File: src/rtl/mem_bus_arbiter_pkg.sv
// Package: mem_bus_arbiter_pkg
// Purpose: shared types and default widths for the IF/DM memory bus arbiter.
//   arb_state_t : IDLE -> BUSY -> RESP transaction sequencing
//   port_t      : identifies which core port owns the bus
//   DEF_*       : default bus widths used by the arbiter and its users
package mem_bus_arbiter_pkg;

  localparam int DEF_ADDR_W = 32;
  localparam int DEF_DATA_W = 32;
  localparam int DEF_STRB_W = DEF_DATA_W / 8;

  typedef enum logic [1:0] {
    ST_IDLE = 2'd0,
    ST_BUSY = 2'd1,
    ST_RESP = 2'd2
  } arb_state_t;

  typedef enum logic {
    PORT_IF = 1'b0,
    PORT_DM = 1'b1
  } port_t;

endpackage

File: src/rtl/mem_bus_arbiter_pick2.sv
// Module: mem_arb_pick2
// Purpose: combinational two-way tie-break between the IF and DM ports.
// Ports:
//   req_if, req_dm : live request lines from the two ports
//   last_grant     : port that won the previous grant
//   grant_valid    : at least one port is requesting
//   grant          : winning port (meaningful only when grant_valid is high)
// PRIO_DATA != 0 makes DM win every tie; otherwise ties alternate away from last_grant.
module mem_arb_pick2
  import mem_bus_arbiter_pkg::*;
#(
  parameter int PRIO_DATA = 1
) (
  input  logic  req_if,
  input  logic  req_dm,
  input  port_t last_grant,
  output logic  grant_valid,
  output port_t grant
);

  always_comb begin
    grant_valid = req_if | req_dm;
    grant       = PORT_IF;
    if (req_if && req_dm) begin
      if (PRIO_DATA != 0) begin
        grant = PORT_DM;
      end else if (last_grant == PORT_DM) begin
        grant = PORT_IF;
      end else begin
        grant = PORT_DM;
      end
    end else if (req_dm) begin
      grant = PORT_DM;
    end
  end

endmodule

File: src/rtl/mem_bus_arbiter.sv
// Module: mem_bus_arbiter
// Purpose: shares one SRAM-style bus between the instruction-fetch (IF) and
//   data-memory (DM) ports. One transaction at a time: the winner's command is
//   latched onto m_*, read data is returned with a one-cycle ack, and a
//   watchdog aborts transactions the bus never acknowledges (rsp_err=1).
// Ports:
//   clk, rst                      : clock (rising edge), async active-high reset
//   if_req/if_addr/if_ack         : IF read port, req held until ack pulse
//   dm_req/dm_we/dm_addr/dm_wdata/dm_wstrb/dm_ack : DM read/write port
//   rsp_rdata, rsp_err            : response, valid while if_ack or dm_ack
//   m_req/m_we/m_addr/m_wdata/m_wstrb : bus command, held until m_ack or abort
//   m_ack, m_rdata                : bus completion pulse and read data
module mem_bus_arbiter
  import mem_bus_arbiter_pkg::*;
#(
  parameter int ADDR_W    = DEF_ADDR_W,
  parameter int DATA_W    = DEF_DATA_W,
  parameter int PRIO_DATA = 1,
  parameter int TIMEOUT   = 255
) (
  input  logic                clk,
  input  logic                rst,
  input  logic                if_req,
  input  logic [ADDR_W-1:0]   if_addr,
  output logic                if_ack,
  input  logic                dm_req,
  input  logic                dm_we,
  input  logic [ADDR_W-1:0]   dm_addr,
  input  logic [DATA_W-1:0]   dm_wdata,
  input  logic [DATA_W/8-1:0] dm_wstrb,
  output logic                dm_ack,
  output logic [DATA_W-1:0]   rsp_rdata,
  output logic                rsp_err,
  output logic                m_req,
  output logic                m_we,
  output logic [ADDR_W-1:0]   m_addr,
  output logic [DATA_W-1:0]   m_wdata,
  output logic [DATA_W/8-1:0] m_wstrb,
  input  logic                m_ack,
  input  logic [DATA_W-1:0]   m_rdata
);

  localparam int STRB_W = DATA_W / 8;
  // A disabled watchdog (TIMEOUT=0) still needs a legal one-bit counter.
  localparam int WD_W = (TIMEOUT > 0) ? $clog2(TIMEOUT + 1) : 1;
  localparam logic [WD_W-1:0] WD_LIMIT = WD_W'(TIMEOUT);
  localparam logic [WD_W-1:0] WD_MAX   = '1;

  arb_state_t        state_q, state_d;
  port_t             cur_port, cur_port_d;
  port_t             last_grant, last_grant_d;
  logic [WD_W-1:0]   wdog, wdog_d, wdog_inc;
  logic              timeout_hit;

  logic              grant_valid;
  port_t             grant;

  logic              if_ack_d, dm_ack_d, rsp_err_d, m_req_d, m_we_d;
  logic [DATA_W-1:0] rsp_rdata_d, m_wdata_d;
  logic [ADDR_W-1:0] m_addr_d;
  logic [STRB_W-1:0] m_wstrb_d;

  mem_arb_pick2 #(
    .PRIO_DATA(PRIO_DATA)
  ) u_pick (
    .req_if     (if_req),
    .req_dm     (dm_req),
    .last_grant (last_grant),
    .grant_valid(grant_valid),
    .grant      (grant)
  );

  // Saturating increment; the abort fires on the BUSY cycle whose increment
  // would reach TIMEOUT, so m_req stays high for exactly TIMEOUT cycles.
  assign wdog_inc    = (wdog == WD_MAX) ? wdog : wdog + WD_W'(1);
  assign timeout_hit = (TIMEOUT != 0) && (wdog_inc == WD_LIMIT);

  always_comb begin
    state_d      = state_q;
    cur_port_d   = cur_port;
    last_grant_d = last_grant;
    wdog_d       = wdog;
    if_ack_d     = 1'b0;
    dm_ack_d     = 1'b0;
    rsp_rdata_d  = rsp_rdata;
    rsp_err_d    = rsp_err;
    m_req_d      = m_req;
    m_we_d       = m_we;
    m_addr_d     = m_addr;
    m_wdata_d    = m_wdata;
    m_wstrb_d    = m_wstrb;

    unique case (state_q)
      ST_IDLE: begin
        wdog_d = '0;
        if (grant_valid) begin
          cur_port_d   = grant;
          last_grant_d = grant;
          m_req_d      = 1'b1;
          state_d      = ST_BUSY;
          if (grant == PORT_DM) begin
            m_we_d    = dm_we;
            m_addr_d  = dm_addr;
            m_wdata_d = dm_wdata;
            m_wstrb_d = dm_wstrb;
          end else begin
            m_we_d    = 1'b0;
            m_addr_d  = if_addr;
            m_wdata_d = '0;
            m_wstrb_d = '0;
          end
        end
      end

      // A late m_ack in the timeout cycle still counts as a normal completion.
      ST_BUSY: begin
        if (m_ack) begin
          m_req_d     = 1'b0;
          rsp_rdata_d = m_rdata;
          rsp_err_d   = 1'b0;
          if_ack_d    = (cur_port == PORT_IF);
          dm_ack_d    = (cur_port == PORT_DM);
          state_d     = ST_RESP;
        end else if (timeout_hit) begin
          m_req_d     = 1'b0;
          rsp_rdata_d = '0;
          rsp_err_d   = 1'b1;
          if_ack_d    = (cur_port == PORT_IF);
          dm_ack_d    = (cur_port == PORT_DM);
          state_d     = ST_RESP;
        end else begin
          wdog_d = wdog_inc;
        end
      end

      ST_RESP: begin
        wdog_d  = '0;
        state_d = ST_IDLE;
      end

      default: begin
        wdog_d  = '0;
        m_req_d = 1'b0;
        state_d = ST_IDLE;
      end
    endcase
  end

  always_ff @(posedge clk or posedge rst) begin
    if (rst) begin
      state_q    <= ST_IDLE;
      cur_port   <= PORT_IF;
      last_grant <= PORT_DM;
      wdog       <= '0;
      if_ack     <= 1'b0;
      dm_ack     <= 1'b0;
      rsp_rdata  <= '0;
      rsp_err    <= 1'b0;
      m_req      <= 1'b0;
      m_we       <= 1'b0;
      m_addr     <= '0;
      m_wdata    <= '0;
      m_wstrb    <= '0;
    end else begin
      state_q    <= state_d;
      cur_port   <= cur_port_d;
      last_grant <= last_grant_d;
      wdog       <= wdog_d;
      if_ack     <= if_ack_d;
      dm_ack     <= dm_ack_d;
      rsp_rdata  <= rsp_rdata_d;
      rsp_err    <= rsp_err_d;
      m_req      <= m_req_d;
      m_we       <= m_we_d;
      m_addr     <= m_addr_d;
      m_wdata    <= m_wdata_d;
      m_wstrb    <= m_wstrb_d;
    end
  end

endmodule

File: config.mk
export PLATFORM = sky130hd
export DESIGN_NAME = mem_bus_arbiter
export DESIGN_NICKNAME = d
export VERILOG_FILES = /design/src/rtl/mem_bus_arbiter_pkg.sv /design/src/rtl/mem_bus_arbiter_pick2.sv /design/src/rtl/mem_bus_arbiter.sv
export SDC_FILE = /design/constraint.sdc
export NUM_CORES = 1
export LEC_CHECK = 0
export CAP_MARGIN = 40
export CORE_MARGIN = 5
export CORE_UTILIZATION = 35
export DETAILED_ROUTE_END_ITERATION = 6
export GPL_TIMING_DRIVEN = 0
export PLACE_DENSITY = 0.74
export SLEW_MARGIN = 15
export SYNTH_ARGS = -nofsm -noshare
export SYNTH_HDL_FRONTEND = slang
export SYNTH_SLANG_ARGS = --single-unit
File: constraint.sdc
create_clock -name clk -period 4.7 [get_ports clk]
set_input_delay 0.47 -clock clk [delete_from_list [all_inputs] [get_ports clk]]
set_output_delay 0.47 -clock clk [all_outputs]
set_load 0.01 [all_outputs]
==> run summary, run 1 <==
status: completed
CTS root buf: clkbuf_16
CP Data Required Time: 4.99 ns
pin count of the biggest net entering global routing: 66
syn_area_per_cell: 11.2 sq um
Ys Warns: 0
Worst R2R End: rsp_rdata[15]
Worst EP arrival: 2.64 ns
CP startpoint kind: flip-flop
register area share after synthesis: 0.560
CP endpoint kind: flip-flop
worst reg2reg setup slack: 2.35 ns
largest fanout on the critical path: 10
iteration count of the initial detailed-routing pass: 4
routed len/inst: 17.6 um
Port Buffers: 240
placed cells: 888
DRC viols: 0
worst-margin pin slew: 0.756 ns
DR vias: 4770
Post-Syn Instances: 463
most common cell in the netlist: dfrtp_1
ys flop type: dfrtp_1
synth top area cells: dfrtp_1, mux2i_1, a22o_1
min cycle time layout: 2.35 ns
setup TNS: 0 ns
WHS: 0.475 ns
Design Power: 5.47 mW
total CTS buffers: 17
#FFs+latches synth: 116
FF-to-FF path depth: 8
Hold Buf Count CTS: 0
DRT iter0 DRCs: 259
number of global-route vias before repair: 5129
slew margin rel.: 0.496
post-synth cell types: 49
# setup viols final: 0
Syn Nets: 602
Hold Crit Class: in -> async
Worst-path clk slew: 0.05 ns
worst reg2reg startpoint: wdog[0]
Mapped Area: 5180 sq um
Core Area: 14500 sq um
Setup Fix Bufs, Post-CTS: 0
Horiz. Die Dim: 132 um
post-route insts no fill: 920
fmax: 426 MHz
antenna-violating nets left: 0
placed wire-length estimate: 12.3 mm
CTS H-tree depth: 4
first-pass GRT wire length: 26.7 mm
floorplan row count: 44
total gr overflow: 0
Vias per Instance: 5.18
layout cells sized above 1: 0.111
Num Clock Sinks: 116
Post-synth ARST share: 1.00
Post-Layout Inst Area: 8520 sq um
Final Max Slew Viols: 0
EDFF count, synth: 0
number of antenna violations at the first check in global routing: 0
pwr dens: 641 nW/um^2
Max-cap violations: 0
floorplan die height: 132 um
TritonCTS clock tree: done
share of the synthesized area in the top cell type: 0.560
final antenna diode count: 0
Placed Instance Area: 7850 sq um
clk_lat worst skew: 0.42 ns
fin nets: 862
Worst VDD drop: 0.291 mV
Top Ports: 243
Initial Util: 0.357
Fillers: 1228
Setup CP Type: reg -> reg
Synth top cells by count: dfrtp_1, nand2_1, o21ai_0
WL final: 16.2 mm
Yosys top cell by area: dfrtp_1
Setup Skew: 0.00891 ns
Max clock buf depth: 2
Final Cycle Share: 0.499
Area Overhead vs Synth: 64.5%
RSZ-0062 raised after global routing: false
Hold Vio Cnt, Final: 0
die area: 17300 sq um
GPL Wtd Cong: 0.850
Leakage: 3.62 nW
GRT Total Usage: 0.188
post_cts resized: 0
worst max path at each step:
stage / startpoint / to / slack, ns / cells past startpoint
after floorplan: rst / cur_port / 1.16 / 1
after global placement: rst / m_wdata[0] / -0.41 / 2
after detailed placement: if_req / m_addr[27] / 2.08 / 5
after CTS: wdog[0] / rsp_rdata[15] / 2.36 / 8
after global routing: wdog[0] / rsp_rdata[16] / 2.18 / 8
final: wdog[0] / rsp_rdata[15] / 2.35 / 8
stage by stage:
stage               setup slack, ns  utilization
floorplan                      1.16            -
global placement             -0.411        0.538
detailed placement             2.08        0.540
CTS                            2.36        0.586
global route                   2.18        0.586
finish                         2.35        0.586
placed cells by master (no fill, tap or decap), types with 17 or more instances in the layout:
cell / instances
nand2_1: 72
clkbuf_1: 30
clkdlybuf4s50_1: 240
dfrtp_1: 116
o21ai_0: 38
a22oi_1: 32
clkbuf_16: 17
o21ai_2: 30
a22o_1: 37
mux2i_1: 35
state kept, by name, indices dropped and copies added, names as in the netlist:
register / flops
m_req: 1
rsp_rdata: 32
m_addr: 32
state_q: 2
m_wdata: 32
m_we: 1
wdog: 8
cur_port: 1
dm_ack: 1
rsp_err: 1
m_wstrb: 4
if_ack: 1
metal layers:
metal | part of all wire | GRT usage | up-vias | wire, um
met2 | 0.51 | 0.319 | 192 | 8260
met3 | 0.078 | 0.0711 | 32 | 1270
met4 | 0.023 | 0.0714 | 0 | 373
met1 | 0.39 | 0.215 | 2333 | 6320
li1 | - | - | 2213 | -
met5 | 0 | 0 | - | 0
logic make-up (layout without fill, tap and decap cells):
family | after synthesis | in the layout | share of synthesized area
AO/OA/AOI/OAI | 163 | 163 | 0.236
XOR/XNOR | 1 | 1 | 0.00169
adder cells (fa/ha/maj) | 1 | 1 | 0.00241
buffers and inverters | 44 | 317 | 0.0396
flip-flops | 116 | 116 | 0.560
multiplexers | 36 | 36 | 0.0698
AND/OR/NAND/NOR | 102 | 102 | 0.0901
report_power, final:
part	switching (mW)	leakage, nW	internal [mW]
logic	1.02	1.88	1.22
clock network	0.448	0.327	1.03
registers	0.301	1.42	1.44
total	1.77	3.62	3.69
area by class of cell:
cell class	instances	area (sq um)	area share
inverter	5	23.8	0.00279
clock buffer	23	478	0.0561
tap	184	230	0.0270
timing repair buffer	241	2430	0.285
sequential	116	2900	0.341
buffer	39	186	0.0219
multi-input combinational	303	2070	0.243
clock inverter	9	198	0.0232
critical path, cell delays in order, from the launching register on:
cell	delay (ns)
dfrtp_1	0.46
ha_1	0.24
buf_4	0.16
nand2_1	0.11
nor4b_2	0.32
o32ai_2	0.18
nor3_4	0.42
buf_6	0.24
o21ai_2	0.08
Power figures use the tool's default switching activity.
==> run 2: changes to the inputs <==
==> constraint.sdc (replaced) <==
create_clock -name clk -period 2.2 [get_ports clk]
set_input_delay 0.22 -clock clk [delete_from_list [all_inputs] [get_ports clk]]
set_output_delay 0.22 -clock clk [all_outputs]
set_load 0.01 [all_outputs]
==> run summary, run 2 (synthesis gave the netlist of run 1 again) <==
DRC viols: 0 (unchanged)
Top Ports: 243 (unchanged)
Fillers: 1238 (was 1228)
first-pass GRT wire length: 26.4 mm (was 26.7 mm)
P_int: 7.38 mW (was 3.69 mW)
Max clock buf depth: 2 (unchanged)
iteration count of the initial detailed-routing pass: 4 (unchanged)
largest fanout on the critical path: 10 (unchanged)
Hold Crit Class: in -> async (unchanged)
Vias per Instance: 5.13 (was 5.18)
total CTS buffers: 17 (unchanged)
Leakage: 3.62 nW (about the same)
CTS root buf: clkbuf_16 (unchanged)
worst reg2reg startpoint: wdog[0] (unchanged)
PnR worst setup slack: -0.0303 ns (was 2.35 ns)
Met2 Wirelength: 8.30 mm (was 8.26 mm)
commonest non-fill, non-tap cell in the layout: clkdlybuf4s50_1 (unchanged)
Switching Share: 0.339 (was 0.325)
fmax: 448 MHz (was 426 MHz)
Horiz. Die Dim: 132 um (unchanged)
top flop regs: m_addr x32, m_wdata x32, rsp_rdata x32 (unchanged)
Max-cap violations: 0 (unchanged)
number of global-route vias before repair: 5018 (was 5129)
pin count of the biggest net entering global routing: 39 (was 66)
GPL Wtd Cong: 0.840 (was 0.850)
failing checks: setup timing
Setup CP Type: reg -> reg (unchanged)
Core Area: 14500 sq um (unchanged)
CP Data Required Time: 2.47 ns (was 4.99 ns)
combinational share of power: 0.433 (was 0.411)
worst reg2reg setup slack: -0.03 ns (was 2.35 ns)
WHS: 0.113 ns (was 0.475 ns)
Worst VDD drop: 0.592 mV (was 0.291 mV)
clock network fraction of total power: 0.236 (was 0.271)
layout cells sized above 1: 0.127 (was 0.111)
placed wire-length estimate: 12.4 mm (was 12.3 mm)
Top Layer Used: met4 (unchanged)
Post-Layout Inst Area: 8540 sq um (was 8520 sq um)
Num Clock Sinks: 116 (unchanged)
antenna-violating nets left: 0 (unchanged)
Initial Util: 0.357 (unchanged)
status: complete, but fails checks (was completed)
Worst R2R End: wdog[2] (was rsp_rdata[15])
die area: 17300 sq um (unchanged)
CP startpoint kind: flip-flop (unchanged)
number of antenna violations at the first check in global routing: 0 (unchanged)
met3 WL: 1.23 mm (was 1.27 mm)
Area Overhead vs Synth: 64.7% (was 64.5%)
CTS H-tree depth: 4 (unchanged)
Worst EP arrival: 2.50 ns (was 2.64 ns)
FF-to-FF path depth: 7 (was 8)
Setup Skew: 0.00821 ns (was 0.00891 ns)
Final Cycle Share: 1.01 (was 0.499)
WL final: 16.4 mm (was 16.2 mm)
Final Max Slew Viols: 0 (unchanged)
GRT Total Usage: 0.187 (was 0.188)
DRT iter0 DRCs: 359 (was 259)
Core Util, Final: 0.587 (was 0.586)
Placed Instance Area: 7880 sq um (was 7850 sq um)
worst-margin pin slew: 0.707 ns (was 0.756 ns)
placed cells: 890 (was 888)
final antenna diode count: 0 (unchanged)
min cycle time layout: 2.23 ns (was 2.35 ns)
TritonCTS clock tree: done (unchanged)
post-route insts no fill: 925 (was 920)
met1 WL: 6.52 mm (was 6.32 mm)
DR vias: 4745 (was 4770)
most frequent cells in the layout: clkdlybuf4s50_1, dfrtp_1, nand2_1 (unchanged)
Port Buffers: 240 (unchanged)
routed len/inst: 17.7 um (was 17.6 um)
floorplan row count: 44 (unchanged)
clk_lat worst skew: 0.42 ns (about the same)
slew margin rel.: 0.529 (was 0.496)
Flop pwr share: 0.331 (was 0.318)
Worst-path clk slew: 0.05 ns (about the same)
pwr dens: 1310 nW/um^2 (was 641 nW/um^2)
# setup viols final: 1 (was 0)
sw power: 3.79 mW (was 1.77 mW)
fin nets: 867 (was 862)
Hold Vio Cnt, Final: 0 (unchanged)
total gr overflow: 0 (unchanged)
floorplan die height: 132 um (unchanged)
CP endpoint kind: flip-flop (unchanged)
==> run 2: metal layers <==
| metal | vias up | track usage |
|---|---|---|
| li1 | 2223 | - |
| met1 | 2312 | 0.220 |
| met2 | 182 | 0.317 |
| met3 | 28 | 0.0619 |
| met4 | 0 | 0.0703 |
| met5 | - | 0 |
==> run 2: how the worst max path moves through the flow <==
stage	slack (ns)	startpoint	endpoint	cells past startpoint
final	-0.03	wdog[0]	wdog[2]	7
after global routing	-0.07	wdog[0]	rsp_rdata[10]	9
after CTS	0.006	wdog[0]	rsp_rdata[11]	8
after detailed placement	-0.25	if_req	m_addr[28]	5
after global placement	-0.49	rst	m_addr[16]	2
after floorplan	0.21	wdog[0]	rsp_rdata[0]	8
==> run 2: what timing repair did <==
action / 4_1_cts / 5_1_grt
gates cloned: 0 / 1
resized for setup: 0 / 13
hold buffers: 0 / 0
pin swaps: 1 / 2
buffers inserted: 0 / 2
endpoints found under the setup margin: 30 / 33
==> run 2: layout make-up <==
cell class | instances | area, sq um | area share
clock inverters | 8 | 73.8 | 0.00865
repair buffers | 246 | 2490 | 0.292
multi-input cells | 303 | 2120 | 0.248
flip-flops and latches | 116 | 2900 | 0.340
clock buffers | 24 | 502 | 0.0588
inverters | 5 | 22.5 | 0.00264
well taps | 184 | 230 | 0.0270
plain buffers | 39 | 194 | 0.0227
==> run 2: critical path, stage by stage (launching register included) <==
cell      delay, ns
dfrtp_2        0.45
ha_1           0.21
buf_4          0.16
nand2_1        0.14
nor4b_4        0.34
o32ai_4        0.15
o311ai_0       0.48
a211oi_1       0.15
==> run 2: power by group through the flow <==
stage / logic [mW] / clock network [mW] / registers (mW)
after floorplan: 1.83 / 0 / 4.04
after global placement: 4.76 / 0 / 3.66
after detailed placement: 4.89 / 0 / 3.69
after CTS: 4.92 / 2.69 / 3.69
after global routing: 5.26 / 2.77 / 3.81
final: 4.84 / 2.64 / 3.69
==> run 2: through the flow <==
step	total power [mW]	setup TNS, ns	worst slack, ns
finish	11.2	-0.0303	-0.0303
CTS	11.3	0	0.00646
detailed placement	8.59	-3.45	-0.247
global placement	8.42	-57.03	-0.486
global route	11.8	-1.67	-0.0656
floorplan	5.87	0	0.207
==> run 3: changes to the inputs <==
--- a/config.mk
+++ b/config.mk
@@ -7,10 +7,10 @@
 export LEC_CHECK = 0
 export CAP_MARGIN = 40
 export CORE_MARGIN = 5
-export CORE_UTILIZATION = 35
+export CORE_UTILIZATION = 39
 export DETAILED_ROUTE_END_ITERATION = 6
 export GPL_TIMING_DRIVEN = 0
-export PLACE_DENSITY = 0.74
+export PLACE_DENSITY = 0.81
 export SLEW_MARGIN = 15
 export SYNTH_ARGS = -nofsm -noshare
 export SYNTH_HDL_FRONTEND = slang
==> constraint.sdc (replaced) <==
create_clock -name clk -period 2.4 [get_ports clk]
set_input_delay 0.24 -clock clk [delete_from_list [all_inputs] [get_ports clk]]
set_output_delay 0.24 -clock clk [all_outputs]
set_load 0.01 [all_outputs]
==> run summary, run 3 (synthesis gave the netlist of run 1 again) <==
Horiz. Die Dim: 125 um (was 132 um)
WL final: 16.1 mm (was 16.4 mm)
iteration count of the initial detailed-routing pass: 5 (was 4)
Max-cap violations: 0 (unchanged)
Setup CP Type: reg -> reg (unchanged)
final antenna diode count: 0 (unchanged)
die area: 15700 sq um (was 17300 sq um)
Worst EP arrival: 2.50 ns (about the same)
Leakage: 3.64 nW (was 3.62 nW)
Hold Buf Count CTS: 0 (unchanged)
Post-Layout Inst Area: 8560 sq um (was 8540 sq um)
most frequent cells in the layout: clkdlybuf4s50_1, dfrtp_1, nand2_1 (unchanged)
WP depth: 9 (was 7)
antenna-violating nets left: 0 (unchanged)
Hold Vio Cnt, Final: 0 (unchanged)
floorplan die height: 125 um (was 132 um)
slew margin rel.: 0.517 (was 0.529)
CP peak stage delay: 0.48 ns (about the same)
GRT Total Usage: 0.203 (was 0.187)
Initial Util: 0.394 (was 0.357)
Hold Crit Class: in -> async (unchanged)
fmax: 451 MHz (was 448 MHz)
pin count of the biggest net entering global routing: 40 (was 39)
Vias per Instance: 5.23 (was 5.13)
PnR worst setup slack: 0.181 ns (was -0.0303 ns)
total gr overflow: 0 (unchanged)
worst-margin pin slew: 0.725 ns (was 0.707 ns)
crit path cell chain: ha_1, buf_4, nand3_1, nor3_1, o32ai_2, nor3_4, buf_12, buf_6, o21ai_2 (was ha_1, buf_4, nand2_1, nor4b_4, o32ai_4, o311ai_0, a211oi_1)
CTS root buf: clkbuf_16 (unchanged)
Worst-path clk slew: 0.05 ns (about the same)
top flop regs: m_addr x32, m_wdata x32, rsp_rdata x32 (unchanged)
floorplan row count: 42 (was 44)
commonest non-fill, non-tap cell in the layout: clkdlybuf4s50_1 (unchanged)
DRT iter0 DRCs: 250 (was 359)
Final Cycle Share: 0.924 (was 1.01)
Max clock buf depth: 2 (unchanged)
FF-to-FF path depth: 9 (was 7)
TritonCTS clock tree: done (unchanged)
routed len/inst: 17.6 um (was 17.7 um)
CP startpoint kind: flip-flop (unchanged)
min cycle time layout: 2.22 ns (was 2.23 ns)
CP Data Required Time: 2.68 ns (was 2.47 ns)
Final Max Slew Viols: 0 (unchanged)
DR vias: 4787 (was 4745)
number of global-route vias before repair: 5021 (was 5018)
CTS H-tree depth: 4 (unchanged)
Worst R2R End: rsp_rdata[1] (was wdog[2])
Port Buffers: 240 (unchanged)
placed wire-length estimate: 12.3 mm (was 12.4 mm)
number of antenna violations at the first check in global routing: 0 (unchanged)
# setup viols final: 0 (was 1)
slowest CP cell: dfrtp_1 (was o311ai_0)
largest fanout on the critical path: 10 (unchanged)
Top delay family on crit path: simple AND/OR/NAND/NOR gates (was compound AO/OA/AOI/OAI gates)
Core Area: 13100 sq um (was 14500 sq um)
RSZ-0062 raised after global routing: false
Place WS: 0.0614 ns (was -0.247 ns)
Buffers & Inverters on Critical Path: 3 (was 1)
worst reg2reg setup slack: 0.18 ns (was -0.03 ns)
DRC viols: 0 (unchanged)
Setup crit end: rsp_rdata[1] (was wdog[2])
Critical Path Source: wdog[0] (unchanged)
Area Overhead vs Synth: 65.3% (was 64.7%)
Placed Instance Area: 7870 sq um (was 7880 sq um)
register area: 2900 sq um (about the same)
worst reg2reg startpoint: wdog[0] (unchanged)
layout cells sized above 1: 0.115 (was 0.127)
Setup Skew: 0.0102 ns (was 0.00821 ns)
GPL Wtd Cong: 0.884 (was 0.840)
clk_lat worst skew: 0.41 ns (was 0.42 ns)
fin nets: 865 (was 867)
Num Clock Sinks: 116 (unchanged)
pwr dens: 1250 nW/um^2 (was 1310 nW/um^2)
total CTS buffers: 17 (unchanged)
first-pass GRT wire length: 25.7 mm (was 26.4 mm)
Top Ports: 243 (unchanged)
status: completed (was complete, but fails checks)
CP endpoint kind: flip-flop (unchanged)
Worst VDD drop: 0.599 mV (was 0.592 mV)
Multi-input gate area: 2070 sq um (was 2120 sq um)
Fillers: 1016 (was 1238)
run 3: cell types whose count changed in the layout (fill, tap and decap cells not counted), moves of 2 or more:
| cell | before | now |
|---|---|---|
| buf_8 | 2 | 0 |
| buf_4 | 5 | 3 |
| clkinv_2 | 4 | 2 |
| clkbuf_8 | 5 | 3 |
| bufinv_16 | 1 | 6 |
run 3: cell type report:
class	count	share of cell area
plain buffers	39	0.0218
multi-input cells	303	0.242
clock inverters	9	0.0231
flip-flops and latches	116	0.339
repair buffers	244	0.290
clock buffers	23	0.0558
inverters	5	0.00263
well taps	176	0.0257
run 3: through the flow:
stage / util / TNS [ns] / hold WS (ns) / power [mW] / std cells
global placement: 0.594 / -33.30 / 0.466 / 7.69 / 879
floorplan: - / 0 / 0.373 / 5.38 / 463
CTS: 0.650 / 0 / 0.138 / 10.8 / 914
finish: 0.652 / 0 / 0.149 / 10.7 / 915
detailed placement: 0.599 / 0 / 0.469 / 7.85 / 882
global route: 0.652 / 0 / 0.144 / 11.3 / 915
run 3: report_power, final:
group | leakage [nW] | switching, mW | internal (mW)
clock network | 0.327 | 0.864 | 2.03
logic | 1.89 | 2.00 | 2.39
registers | 1.42 | 0.595 | 2.81
total | 3.64 | 3.46 | 7.24
run 3: how the worst min path moves through the flow:
stage / startpoint / to / slack (ns) / depth (start not counted)
final: rst / rsp_rdata[29] / 0.15 / 2
after global routing: rst / m_wdata[7] / 0.14 / 2
after CTS: rst / m_wdata[7] / 0.14 / 2
after detailed placement: m_addr[31] / m_addr[31] / 0.47 / 2
after global placement: m_addr[31] / m_addr[31] / 0.47 / 2
after floorplan: dm_wdata[10] / m_wdata[10] / 0.37 / 1
run 3: timing repair:
action,CTS,global route
endpoints found under the setup margin,0,32
resized for setup,0,0
setup buffers,0,1
run 3: per-layer routing:
layer  wire length, um  up-vias  GRT usage  part of all wire
met5                 0        -          0                 0
met3              1310       29     0.0793             0.082
li1                  -     2230          -                 -
met4               323        0     0.0721             0.020
met2              8150      202      0.343              0.51
met1              6310     2326      0.234              0.39
